File: src/rtl/config_handshake_fsm_pkg.sv
// Shared constants and types for the UART link configuration handshake.
package config_handshake_fsm_pkg;

    localparam logic [7:0] SYN_BYTE  = 8'hF1;
    localparam logic [7:0] ACK_BYTE  = 8'hA5;
    localparam logic [7:0] NACK_BYTE = 8'h5A;

    typedef enum logic [2:0] {
        IDLE     = 3'd0,
        TX_SYN   = 3'd1,
        TX_CFG   = 3'd2,
        WAIT_ACK = 3'd3,
        RX_CFG   = 3'd4,
        TX_RESP  = 3'd5,
        FINISH   = 3'd6
    } cfg_hs_state_t;

    typedef struct packed {
        logic [1:0] data_width;
        logic [1:0] parity_mode;
        logic [1:0] stop_bits;
    } uart_cfg_t;

    // Configuration byte on the wire: two reserved zero bits above the fields.
    function automatic logic [7:0] cfg_to_byte(input uart_cfg_t cfg);
        return {2'b00, cfg};
    endfunction

endpackage

File: src/rtl/config_handshake_fsm_timeout.sv
// Remote-byte timeout counter: counts while enabled, flags the last cycle of the window.
module config_timeout_counter #(
    parameter int unsigned TIMEOUT_CYCLES = 1_000_000
) (
    input  logic clk_i,
    input  logic rst_n_i,
    input  logic clear_i,
    input  logic enable_i,
    output logic expired_o
);

    localparam int unsigned CNT_W = $clog2(TIMEOUT_CYCLES + 1);
    localparam logic [CNT_W-1:0] CNT_LAST = CNT_W'(TIMEOUT_CYCLES - 1);

    logic [CNT_W-1:0] r_count;

    // Saturates at the last value so expiry stays visible until the FSM reacts.
    always_ff @(posedge clk_i or negedge rst_n_i) begin
        if (!rst_n_i) begin
            r_count <= '0;
        end else if (clear_i) begin
            r_count <= '0;
        end else if (enable_i && (r_count != CNT_LAST)) begin
            r_count <= r_count + CNT_W'(1);
        end
    end

    assign expired_o = enable_i && (r_count == CNT_LAST);

endmodule

File: src/rtl/config_handshake_fsm.sv
// Link-level configuration exchange sequencer (initiator and responder roles).
module config_handshake_fsm
    import config_handshake_fsm_pkg::*;
#(
    parameter int unsigned TIMEOUT_CYCLES = 1_000_000,
    parameter int unsigned MAX_RETRY      = 3
) (
    input  logic       clk_i,
    input  logic       rst_n_i,
    input  logic       send_config_req_i,
    input  logic       enable_config_i,
    input  logic       ack_request_i,
    input  logic [1:0] updated_data_width_i,
    input  logic [1:0] updated_parity_mode_i,
    input  logic [1:0] updated_stop_bits_i,
    input  logic       tx_idle_i,
    input  logic       tx_done_i,
    input  logic [7:0] rx_data_i,
    input  logic       rx_valid_i,
    output logic [7:0] tx_data_o,
    output logic       tx_req_o,
    output logic       STR_en_o,
    output logic [1:0] data_width_o,
    output logic [1:0] parity_mode_o,
    output logic [1:0] stop_bits_o,
    output logic       config_done_o,
    output logic       set_std_config_o,
    output logic       config_error_o,
    output logic       busy_o
);

    localparam int unsigned RETRY_W = $clog2(MAX_RETRY + 2);
    localparam logic [RETRY_W-1:0] RETRY_LAST = RETRY_W'(MAX_RETRY);

    cfg_hs_state_t      r_state;
    cfg_hs_state_t      w_next_state;
    logic               r_pending;
    logic [RETRY_W-1:0] r_retry_cnt;
    logic               r_sent;
    logic               r_fail;
    logic [7:0]         r_resp_byte;

    logic               w_timer_en;
    logic               w_expired;
    logic               w_in_tx;
    logic               w_tx_fire;
    logic               w_tx_complete;
    logic               w_rx_syn;
    logic               w_rx_accept;
    logic               w_leave_idle;
    logic [7:0]         w_tx_byte;
    uart_cfg_t          w_local_cfg;

    assign w_local_cfg   = {updated_data_width_i, updated_parity_mode_i, updated_stop_bits_i};
    assign w_timer_en    = (r_state == WAIT_ACK) || (r_state == RX_CFG);
    assign w_in_tx       = (r_state == TX_SYN) || (r_state == TX_CFG) || (r_state == TX_RESP);
    assign w_tx_fire     = w_in_tx && !r_sent && tx_idle_i;
    assign w_tx_complete = w_in_tx && r_sent && tx_done_i;
    assign w_rx_syn      = rx_valid_i && (rx_data_i == SYN_BYTE);
    assign w_rx_accept   = enable_config_i && (rx_data_i[7:6] == 2'b00);
    assign w_leave_idle  = (r_state == IDLE) && (w_next_state != IDLE);

    config_timeout_counter #(
        .TIMEOUT_CYCLES(TIMEOUT_CYCLES)
    ) u_timeout (
        .clk_i    (clk_i),
        .rst_n_i  (rst_n_i),
        .clear_i  (!w_timer_en),
        .enable_i (w_timer_en),
        .expired_o(w_expired)
    );

    always_comb begin
        w_tx_byte = SYN_BYTE;
        case (r_state)
            TX_CFG:  w_tx_byte = cfg_to_byte(w_local_cfg);
            TX_RESP: w_tx_byte = r_resp_byte;
            default: w_tx_byte = SYN_BYTE;
        endcase
    end

    // Next-state decision; a remote SYN in IDLE takes priority over a local request.
    always_comb begin
        w_next_state = r_state;
        case (r_state)
            IDLE: begin
                if (w_rx_syn) begin
                    w_next_state = RX_CFG;
                end else if (r_pending || send_config_req_i) begin
                    w_next_state = TX_SYN;
                end
            end
            TX_SYN: begin
                if (w_tx_complete) w_next_state = TX_CFG;
            end
            TX_CFG: begin
                if (w_tx_complete) w_next_state = ack_request_i ? WAIT_ACK : FINISH;
            end
            WAIT_ACK: begin
                if (rx_valid_i && ((rx_data_i == ACK_BYTE) || (rx_data_i == NACK_BYTE))) begin
                    w_next_state = FINISH;
                end else if (w_expired) begin
                    w_next_state = (r_retry_cnt < RETRY_LAST) ? TX_SYN : FINISH;
                end
            end
            RX_CFG: begin
                if (rx_valid_i) begin
                    w_next_state = TX_RESP;
                end else if (w_expired) begin
                    w_next_state = IDLE;
                end
            end
            TX_RESP: begin
                if (w_tx_complete) w_next_state = FINISH;
            end
            FINISH:  w_next_state = IDLE;
            default: w_next_state = IDLE;
        endcase
    end

    always_ff @(posedge clk_i or negedge rst_n_i) begin
        if (!rst_n_i) begin
            r_state          <= IDLE;
            r_pending        <= 1'b0;
            r_retry_cnt      <= '0;
            r_sent           <= 1'b0;
            r_fail           <= 1'b0;
            r_resp_byte      <= 8'h00;
            tx_data_o        <= 8'h00;
            tx_req_o         <= 1'b0;
            STR_en_o         <= 1'b0;
            data_width_o     <= 2'b00;
            parity_mode_o    <= 2'b00;
            stop_bits_o      <= 2'b00;
            config_done_o    <= 1'b1;
            set_std_config_o <= 1'b0;
            config_error_o   <= 1'b0;
            busy_o           <= 1'b0;
        end else begin
            r_state          <= w_next_state;
            tx_req_o         <= 1'b0;
            STR_en_o         <= 1'b0;
            set_std_config_o <= 1'b0;
            busy_o           <= (w_next_state != IDLE);
            config_done_o    <= (w_next_state == IDLE);

            if ((r_state == IDLE) && (w_next_state == TX_SYN)) begin
                r_pending <= 1'b0;
            end else if (send_config_req_i) begin
                r_pending <= 1'b1;
            end

            if (w_leave_idle) begin
                r_retry_cnt    <= '0;
                r_fail         <= 1'b0;
                config_error_o <= 1'b0;
            end

            // One request per byte; wait for tx_done before moving on.
            if (w_tx_fire) begin
                tx_req_o  <= 1'b1;
                tx_data_o <= w_tx_byte;
                r_sent    <= 1'b1;
            end else if (w_tx_complete) begin
                r_sent    <= 1'b0;
            end

            if (r_state == WAIT_ACK) begin
                if (w_next_state == TX_SYN) begin
                    r_retry_cnt <= r_retry_cnt + RETRY_W'(1);
                end else if (w_next_state == FINISH) begin
                    r_fail <= !(rx_valid_i && (rx_data_i == ACK_BYTE));
                end
            end

            if ((r_state == RX_CFG) && rx_valid_i) begin
                if (w_rx_accept) begin
                    STR_en_o      <= 1'b1;
                    data_width_o  <= rx_data_i[5:4];
                    parity_mode_o <= rx_data_i[3:2];
                    stop_bits_o   <= rx_data_i[1:0];
                    r_resp_byte   <= ACK_BYTE;
                end else begin
                    r_resp_byte   <= NACK_BYTE;
                end
            end

            if (r_state == FINISH) begin
                config_error_o   <= r_fail;
                set_std_config_o <= r_fail;
            end
        end
    end

endmodule
File: config.mk
export PLATFORM = sky130hd
export DESIGN_NAME = config_handshake_fsm
export DESIGN_NICKNAME = d
export VERILOG_FILES = /design/src/rtl/config_handshake_fsm_pkg.sv /design/src/rtl/config_handshake_fsm_timeout.sv /design/src/rtl/config_handshake_fsm.sv
export SDC_FILE = /design/constraint.sdc
export NUM_CORES = 1
export LEC_CHECK = 0
export BUFFER_PORTS_ARGS = -buffer_cell sky130_fd_sc_hd__buf_4
export CORE_ASPECT_RATIO = 0.7
export CORE_MARGIN = 2
export CORE_UTILIZATION = 40
export CTS_CLUSTER_SIZE = 16
export DETAILED_ROUTE_END_ITERATION = 8
export SLEW_MARGIN = 20
export SYNTH_ARGS = -nofsm -noshare
export SYNTH_HDL_FRONTEND = slang
export SYNTH_SLANG_ARGS = --single-unit
File: constraint.sdc
create_clock -name clk_i -period 3.4 [get_ports clk_i]
set_input_delay 0.51 -clock clk_i [delete_from_list [all_inputs] [get_ports clk_i]]
set_output_delay 0.51 -clock clk_i [all_outputs]
set_load 0.005 [all_outputs]
==> flow_summary.ini, run 1 <==
[run_status]
status = finished, final reports clean

[timing]
tns_ns = 0
setup_viol = 0
finalCritPeriodShare = 0.639
worst_pin_slew_ns = 0.726
rsz0062_at_grt = false
max_freq_ghz = 0.460
drv_slew = 0
maxSlewHeadroom = 0.510
holdWs_ns = 0.225
min_period_ns = 2.17
fin_worst_skew_ns = 0.00684
hold_viol_final = 0

[worst_setup_path]
cpLargestDelayFamily = simple AND/OR/NAND/NOR gates
r2r_cells = 7
crit_type = flop to flop
cp_num_cells = 7
crit_slowest_cell = dfrtp_1
cp.buffers_inverters = 0
endpoint_kind = flop
cpPeakStageDelay_ns = 0.41
cp_cell_sequence = ha_1 -> and3_2 -> nand4_4 -> or2_0 -> a221oi_4 -> nand3_2 -> o211ai_2
cp_max_fo = 6
worst_ep_required_time_ns = 3.62
critPathLaunchType = flop
arrival_ns = 2.39

[worst_hold_path]
hp-class = primary input to async pin

[logic_synthesis]
synth_edf_count = 0
synth_cells = 264
yosys_warnings = 0
syn_area_mm2 = 0.00255
yosys_most_used_dff = dfrtp_1
ys_types = 54
avgSynthCellArea_um2 = 9.67
synth_top_area_frac = 0.490
yosysSeqAreaShare = 0.500
async_flop_share = 1.00
synth_seq_cells = 51
synth_area_leaders = dfrtp_1, nand2_1, nor2_1
synth_nets = 288
yosysTopAreaCell = dfrtp_1

[clock_tree]
htreeDepth = 2
ctsHoldBuffers = 0
cts_resized = 0
cts_setup_buffers = 0
clk_latency_ns = 0.30
cts_buffer_depth = 2
path_clk_slew_ns = 0.10
root_buffer = clkbuf_8
cts_made_buffers = 5
cts_tree = yes
cts_sinks = 51

[run]
maxCapViolCount = 0

[placement]
gp_congestion = 0.841
dpl.cell_count = 377
portBuffers = 41
hpwlAfterDp_um = 4180

[finish]
drive_gt1_frac = 0.215
syn_to_final_growth_pct = 19.1
n_antenna_cell = 0
fin_nets = 330
final_common_cell = dfrtp_1
finish.utilization = 0.492
final_cell_mix = dfrtp_1, buf_4, nand2_1, nor2_1, nor3_1
instances_no_fill = 385

[routing]
vias_per_cell = 5.13
drt_iter0_markers = 111
vias = 1976
drc_errors = 0
final_antenna_net_count = 0
post_drt_wl_per_cell_um = 14.5
drtPass1Iterations = 4
wl_um = 5580

[die]
rows = 24
die_h_um = 70.9
io-pin-count = 42
start_util = 0.413
die_width_um = 99.5
die_area_mm2 = 0.00705
core_area_mm2 = 0.00619

[global_route]
grt_pass1_vias = 1869
grt_pass1_wl_um = 9340
met1_usage = 0.284
grt_max_degree = 52
use_met3 = 0.0385
overflow = 0
grt_usage = 0.166
gr-max-usage-layer = met1
gr-usage-met2 = 0.212
antenna_found_initial = 0

[pwr]
finalPower_mw = 1.68
leakage_nw = 1.40
peakVddDrop_v = 0.000324
power_density_mw_per_mm2 = 554
## layer usage
layer  wire length, um  up-vias
li1                  -     1008
met5                 0        -
met3               284        2
met2              2140       49
met4                27        0
met1              3120      917
## synth_stat cells (all sizes together), types with 2 or more instances
| cell | n |
|---|---|
| nand3b | 2 |
| xor2 | 8 |
| nor2 | 36 |
| nand4 | 8 |
| a21oi | 5 |
| nand2b | 3 |
| xnor2 | 8 |
| a22oi | 4 |
| o21ai | 10 |
| nor4b | 3 |
| o211ai | 3 |
| o31ai | 4 |
| and2 | 2 |
| nand2 | 42 |
| nor3b | 3 |
| dfrtp | 50 |
| nand4b | 2 |
| nor3 | 9 |
| o22ai | 2 |
| a31oi | 5 |
| and3 | 7 |
| ha | 2 |
| inv | 7 |
| clkbuf | 5 |
| or2 | 2 |
| nand3 | 8 |
| nor4 | 4 |
| or3 | 2 |
| buf | 3 |
| nor2b | 3 |
## worst reg2reg max path, delay by kind of cell (launching register included)
family	cells	cell delay, ns
adders and majority gates	1	0.22
AOI/OAI and AO/OA	2	0.52
and+or+nand+nor	4	0.94
DFF	1	0.41
## power by group
| part | internal (mW) | switching (mW) |
|---|---|---|
| sequential | 0.700 | 0.0826 |
| clock | 0.186 | 0.199 |
| combinational | 0.232 | 0.286 |
## cell type report
cell class              instances  area, um^2
clock buffers                   7        96.3
clock inverters                 1        7.51
fillers                       589        3140
inverters                       8        30.0
multi-input cells             197        1210
flip-flops and latches         51        1280
well taps                      78        97.6
repair buffers                 43         323
## stage by stage
stage	area, um^2	setup slack, ns
finish	3040	1.23
global route	3040	1.01
CTS	3040	1.23
detailed placement	2940	1.18
global placement	2940	1.26
floorplan	2550	1.47
## flip-flops by register name, indices dropped and copies added (netlist names), 2 cells and up
name	flops
r_resp_byte	2
tx_data_o	8
r_retry_cnt	3
r_state	3
parity_mode_o	2
data_width_o	2
u_timeout.r_count	20
stop_bits_o	2
## path summary, 6_finish.rpt
kind	from	to	slack [ns]
max in group asynchronous	rst_n_i	u_timeout.r_count[11]$_DFFE_PN0P_	2.73
max	u_timeout.r_count[0]$_DFFE_PN0P_	r_retry_cnt[0]$_DFF_PN0_	1.23
min reg2reg	tx_data_o[3]$_DFFE_PN0P_	tx_data_o[3]$_DFFE_PN0P_	0.48
min in group clk_i	rx_data_i[2]	parity_mode_o[0]$_DFFE_PN0P_	0.42
min	rst_n_i	tx_data_o[5]$_DFFE_PN0P_	0.22
max reg2reg	u_timeout.r_count[0]$_DFFE_PN0P_	r_retry_cnt[0]$_DFF_PN0_	1.23
## logic make-up after synthesis
kind of cell	synth area share
AOI/OAI and AO/OA	0.114
and+or+nand+nor	0.287
buffers and inverters	0.0260
DFF	0.500
xor gates and xnor gates	0.0549
adders and majority gates	0.00980
muxes	0.00833
No activity file was read; power rests on OpenSTA's default activity.
==> inputs of run 2 (changes only) <==
==> constraint.sdc (replaced) <==
create_clock -name clk_i -period 1.78 [get_ports clk_i]
set_input_delay 0.267 -clock clk_i [delete_from_list [all_inputs] [get_ports clk_i]]
set_output_delay 0.267 -clock clk_i [all_outputs]
set_load 0.005 [all_outputs]
==> run 2 against run 1 <==
The flow now finishes with violations (setup timing). Maximum frequency up 14%. Hold slack worse by 0.046 ns. Sequential share of layout area down 7.4 points. Clock skew up 0.0020 ns. First-iteration DRC count down 21%. Clock-buffer cell count up 1. Final area up 22%. Combinational power rose to 3.0 times the previous value. Power up 120%. Utilization up 11 points. Setup slack worse by 1.4 ns. Cell count up 18%. Critical path type unchanged.
==> flow_summary.ini, run 2 (same netlist as run 1, synthesis figures left out) <==
[clock_tree]
path_clk_slew_ns = 0.09
cts_buffer_depth = 2
root_buffer = clkbuf_8
htreeDepth = 2
cts_made_buffers = 5
cts_sinks = 51
cts_tree = yes
clk_latency_ns = 0.31

[die]
die_width_um = 99.5
rows = 24
core_area_mm2 = 0.00619
start_util = 0.413
die_h_um = 70.9
io-pin-count = 42
die_area_mm2 = 0.00705

[global_route]
gr-usage-met2 = 0.265
gr-max-usage-layer = met1
use_met3 = 0.0524
antenna_found_initial = 0
grt_pass1_wl_um = 10600
overflow = 0
grt_usage = 0.191
met1_usage = 0.295
grt_pass1_vias = 2143
grt_max_degree = 52

[routing]
drtPass1Iterations = 4
post_drt_wl_per_cell_um = 14.1
final_antenna_net_count = 0
vias = 2223
drt_iter0_markers = 88
drc_errors = 0
wl_um = 6400
vias_per_cell = 4.91

[worst_hold_path]
hold_path_depth = 3
hp-class = primary input to flop

[timing]
rsz0062_at_grt = true
fin_worst_skew_ns = 0.00881
drv_slew = 0
tns_ns = -0.516
worst_pin_slew_ns = 0.664
max_freq_ghz = 0.523
hold_viol_final = 0
min_period_ns = 1.91
fin_ws_ns = -0.132
maxSlewHeadroom = 0.557
finalCritPeriodShare = 1.07
setup_viol = 7

[run_status]
status = complete, but fails checks
violations = setup timing

[worst_setup_path]
endpoint_kind = flop
cp_max_fo = 6
worst_ep_required_time_ns = 2.01
crit_type = flop to flop
r2r_cells = 7
arrival_ns = 2.15
critPathLaunchType = flop

[pwr]
peakVddDrop_v = 0.000505
leakage_nw = 1.80
power_density_mw_per_mm2 = 1020

[finish]
largest_reg_flops = 20
syn_to_final_growth_pct = 45.0
final_cell_mix = buf_4, dfrtp_1, nand2_1, nor2_1, xor2_1
regArea_mm2 = 0.00128
multi_input_area_mm2 = 0.00133
fin_nets = 398
top_regs = u_timeout.r_count: 20 flops, tx_data_o: 8 flops
top_register = u_timeout.r_count
final_common_cell = buf_4
n_antenna_cell = 0
finish.utilization = 0.599
drive_gt1_frac = 0.421
fill_cells = 531

[placement]
gp_congestion = 0.797
place_ws_ns = -0.129
portBuffers = 41
hpwlAfterDp_um = 4660

[run]
maxCapViolCount = 0
==> run 2: area by class of cell <==
cell class | count | share of cell area
Inverter | 8 | 0.00811
Timing Repair Buffer | 111 | 0.235
Multi-Input combinational cell | 197 | 0.358
Tap cell | 78 | 0.0264
Sequential cell | 51 | 0.346
Clock buffer | 8 | 0.0270
==> run 2: through the flow <==
stage               std cells  hold slack [ns]  total power [mW]  area, um^2
global route              453            0.175              4.01        3700
finish                    453            0.178              3.77        3700
detailed placement        433            0.343              2.82        3380
global placement          433            0.336              2.79        3380
CTS                       450            0.169              3.69        3610
floorplan                 264          -0.0286              2.10        2560
==> run 2: layer usage <==
metal,wire length (um),share of wire,vias up
met3,240,0.038,4
met5,0,0,-
met2,2670,0.42,40
met1,3450,0.54,1032
li1,-,-,1147
met4,36,0.0056,0
==> run 2: where the power goes <==
group	switching (mW)	total (mW)	internal, mW	leakage (nW)
logic	0.714	1.57	0.852	1.07
clock network	0.377	0.732	0.355	0.0515
registers	0.129	1.47	1.34	0.671
==> run 2: final timing paths <==
check,slack [ns],to,start
worst max-delay path,-0.13,r_retry_cnt[1]$_DFF_PN0_,r_state[1]$_DFF_PN0_
worst min-delay path,0.18,stop_bits_o[0]$_DFFE_PN0P_,rx_data_i[0]
worst max register to register,-0.13,r_retry_cnt[1]$_DFF_PN0_,r_state[1]$_DFF_PN0_
worst min register to register,0.49,parity_mode_o[1]$_DFFE_PN0P_,parity_mode_o[1]$_DFFE_PN0P_
max in group asynchronous,0.76,r_state[0]$_DFF_PN0_,rst_n_i
min in group asynchronous,0.52,tx_data_o[2]$_DFFE_PN0P_,rst_n_i
==> run 2: repair_timing <==
action	4_1_cts	5_1_grt
endpoints found under the setup margin	29	42
hold buffers	1	0
buffers inserted	9	4
pin swaps	13	8
endpoints found under the hold margin	1	0
resized for setup	17	19
==> run 2: worst max-delay path, cell delays in order (launching register included) <==
cell and delay (ns):
dfrtp_1 0.48, nor3b_4 0.20, buf_4 0.13, buf_4 0.14, a31oi_1 0.26, o2111a_2 0.31
nand3_2 0.14, o21ai_1 0.17
==> inputs of run 3 (changes only) <==
--- a/config.mk
+++ b/config.mk
@@ -5,6 +5,7 @@
 export SDC_FILE = /design/constraint.sdc
 export NUM_CORES = 1
 export LEC_CHECK = 0
+export ABC_AREA = 1
 export BUFFER_PORTS_ARGS = -buffer_cell sky130_fd_sc_hd__buf_4
 export CORE_ASPECT_RATIO = 0.7
 export CORE_MARGIN = 2
==> run 3 against run 2 <==
The flow finishes with violations (hold timing). Clock skew about the same. Power down 0.99%. Sequential cell count unchanged. First-iteration DRC count up 44%. Clock power down 8.3%. Sequential power up 5%. Combinational power down 4%. Via count down 0.94%. Setup slack better by 0.17 ns. Clock-buffer cell count down 2. Non-clock buffer count down 51.
==> flow_summary.ini, run 3 <==
[finish]
n_antenna_cell = 0
top_regs = u_timeout.r_count: 20 flops, tx_data_o: 8 flops
fin_nets = 408
final_cell_mix = nand2_1, buf_4, dfrtp_1, inv_1, nor2_1
top_register = u_timeout.r_count
drive_gt1_frac = 0.315
syn_to_final_growth_pct = 27.4
instances_no_fill = 462
final_common_cell = nand2_1
fill_cells = 605
largest_reg_flops = 20

[timing]
drv_slew = 0
rsz0062_at_grt = true
setup_viol = 0
max_freq_ghz = 0.573
fin_ws_ns = 0.0351
finalCritPeriodShare = 0.980
min_period_ns = 1.74
worst_pin_slew_ns = 0.643
holdWs_ns = -0.0244
fin_worst_skew_ns = 0.00926
maxSlewHeadroom = 0.571
hold_viol_final = 23
tns_ns = 0

[global_route]
grt_usage = 0.177
overflow = 0
grt_pass1_wl_um = 9900
antenna_found_initial = 0
grt_pass1_vias = 2083
grt_max_degree = 52

[routing]
wl_um = 5790
final_antenna_net_count = 0
drc_errors = 0
vias_per_cell = 4.77
drtPass1Iterations = 4
drt_iter0_markers = 127
vias = 2202
post_drt_wl_per_cell_um = 12.5

[worst_hold_path]
hp-class = primary input to async pin

[die]
die_width_um = 100
die_h_um = 71.5
start_util = 0.416
rows = 24
core_area_mm2 = 0.00625
io-pin-count = 42
die_area_mm2 = 0.00717

[clock_tree]
clk_latency_ns = 0.30
cts_sinks = 51
ctsHoldBuffers = 0
path_clk_slew_ns = 0.09
cts_tree = yes
htreeDepth = 2
cts_buffer_depth = 2
root_buffer = clkbuf_8
cts_made_buffers = 5

[worst_setup_path]
cp_max_fo = 3
cpMostUsedCell = nor2_4
cpLargestDelayFamily = simple AND/OR/NAND/NOR gates
crit_type = flop to flop
cpPeakStageDelay_ns = 0.42
cp-startpoint = u_timeout.r_count[15]$_DFFE_PN0P_
crit_slowest_cell = dfrtp_1
endpoint_kind = flop
arrival_ns = 1.95
worst_ep_required_time_ns = 1.98
r2r_start = u_timeout.r_count[15]$_DFFE_PN0P_
cp.buffers_inverters = 1
cp_cell_sequence = nor2_2 -> nand3_2 -> inv_1 -> nand3_1 -> nor2_4 -> nor2_2 -> nor2_4 -> nand3_2 -> nor2_4 -> nand2_2 -> nand3_1 -> nand2_1
critPathLaunchType = flop

[pwr]
p_sw_mw = 1.36
pwr-share-clk = 0.180
p_sw_frac = 0.365
power_density_mw_per_mm2 = 1130
p_int_mw = 2.37
seq_power_share = 0.416
leakage_nw = 1.60
peakVddDrop_v = 0.000701
combPwrFrac = 0.404

[logic_synthesis]
yosys_most_used_dff = dfrtp_1
avgSynthCellArea_um2 = 8.12
yosys_warnings = 0
synth_top_area_frac = 0.481
synth_seq_cells = 51
synth_area_leaders = dfrtp_1, nand2_1, nor2_1
synth_nets = 344
synthMostInstantiatedCell = nand2_1
synth_edf_count = 0
synth_cells = 320
async_flop_share = 1.00
ys_types = 34
yosysSeqAreaShare = 0.491
yosysTopAreaCell = dfrtp_1
synth_commonest_cells = nand2_1, dfrtp_1, nor2_1
syn_area_mm2 = 0.00260

[run_status]
violations = hold timing
status = complete, but fails checks

[placement]
hpwlAfterDp_um = 4410
place_ws_ns = -0.00882
portBuffers = 41
dpl.cell_count = 452
gp_congestion = 0.837

[run]
maxCapViolCount = 0
-- run 3: cell count changes in the layout (fill, tap and decap cells not counted), moves of 9 or more --
cell and change:
nand3_1 +16, nor2_4 +9, nand2_2 +10, nand2_1 +23
a21oi_1 +14, inv_1 +28, buf_4 -43
-- run 3: what timing repair did --
item                                   4_1_cts  5_1_grt
setup endpoints to repair                    3       20
pin swaps                                    3        1
endpoints found under the hold margin        0        0
buffers inserted                             2        1
gates cloned                                 0        0
gates resized for setup                      4       19
-- run 3: per-stage QoR --
| stage | util | power (mW) | cell area (um^2) |
|---|---|---|---|
| 2_1_floorplan | - | 2.39 | 2600 |
| 5_1_grt | 0.530 | 4.03 | 3310 |
| 3_3_place_gp | 0.498 | 2.94 | 3110 |
| 3_5_place_dp | 0.498 | 2.96 | 3110 |
| 6_report | 0.530 | 3.73 | 3310 |
| 4_1_cts | 0.517 | 3.72 | 3230 |
-- run 3: logic make-up (layout without fill, tap and decap cells) --
logic type | after synthesis | after routing | synth area share
XOR/XNOR | 2 | 2 | 0.00674
buffers and inverters | 47 | 111 | 0.0693
AND/OR/NAND/NOR | 174 | 174 | 0.321
AO/OA/AOI/OAI | 44 | 44 | 0.102
adder cells (fa/ha/maj) | 2 | 2 | 0.00962
flip-flops | 51 | 51 | 0.491
-- run 3: final timing paths --
kind                                                         end  slack, ns  depth (start not counted)
worst max register to register          r_retry_cnt[1]$_DFF_PN0_       0.04                         12
min in group clk_i                   data_width_o[1]$_DFFE_PN0P_       0.19                          3
max in group asynchronous       u_timeout.r_count[3]$_DFFE_PN0P_       1.37                          1
worst min-delay path                  stop_bits_o[0]$_DFFE_PN0P_      -0.02                          1
worst max-delay path                    r_retry_cnt[1]$_DFF_PN0_       0.04                         12
worst min register to register        stop_bits_o[1]$_DFFE_PN0P_       0.49                          2
-- run 3: layer usage --
layer / share of wire / GRT usage
met1: 0.55 / 0.281
met2: 0.39 / 0.236
met3: 0.051 / 0.0439
met4: 0.010 / 0.0502
met5: 0 / 0
-- run 3: layout make-up --
cell class	count	area, um^2	share of cell area
Clock buffer	6	82.6	0.0249
Clock inverter	1	5.00	0.00151
Tap cell	78	97.6	0.0295
Sequential cell	51	1280	0.386
Multi-Input combinational cell	222	1230	0.372
Inverter	44	165	0.0499
Timing Repair Buffer	60	450	0.136
-- run 3: worst reg2reg max path, delay by kind of cell (launching register included) --
family	cells	cell delay, ns
buffers and inverters	1	0.07
flip-flops	1	0.42
AND/OR/NAND/NOR	11	1.14
-- run 3: power groups by stage --
stage	clock, mW	combinational, mW	sequential (mW)
6_report	0.671	1.51	1.55
5_1_grt	0.738	1.71	1.59
4_1_cts	0.699	1.46	1.56
3_5_place_dp	0	1.38	1.58
3_3_place_gp	0	1.37	1.57
2_1_floorplan	0	0.839	1.56
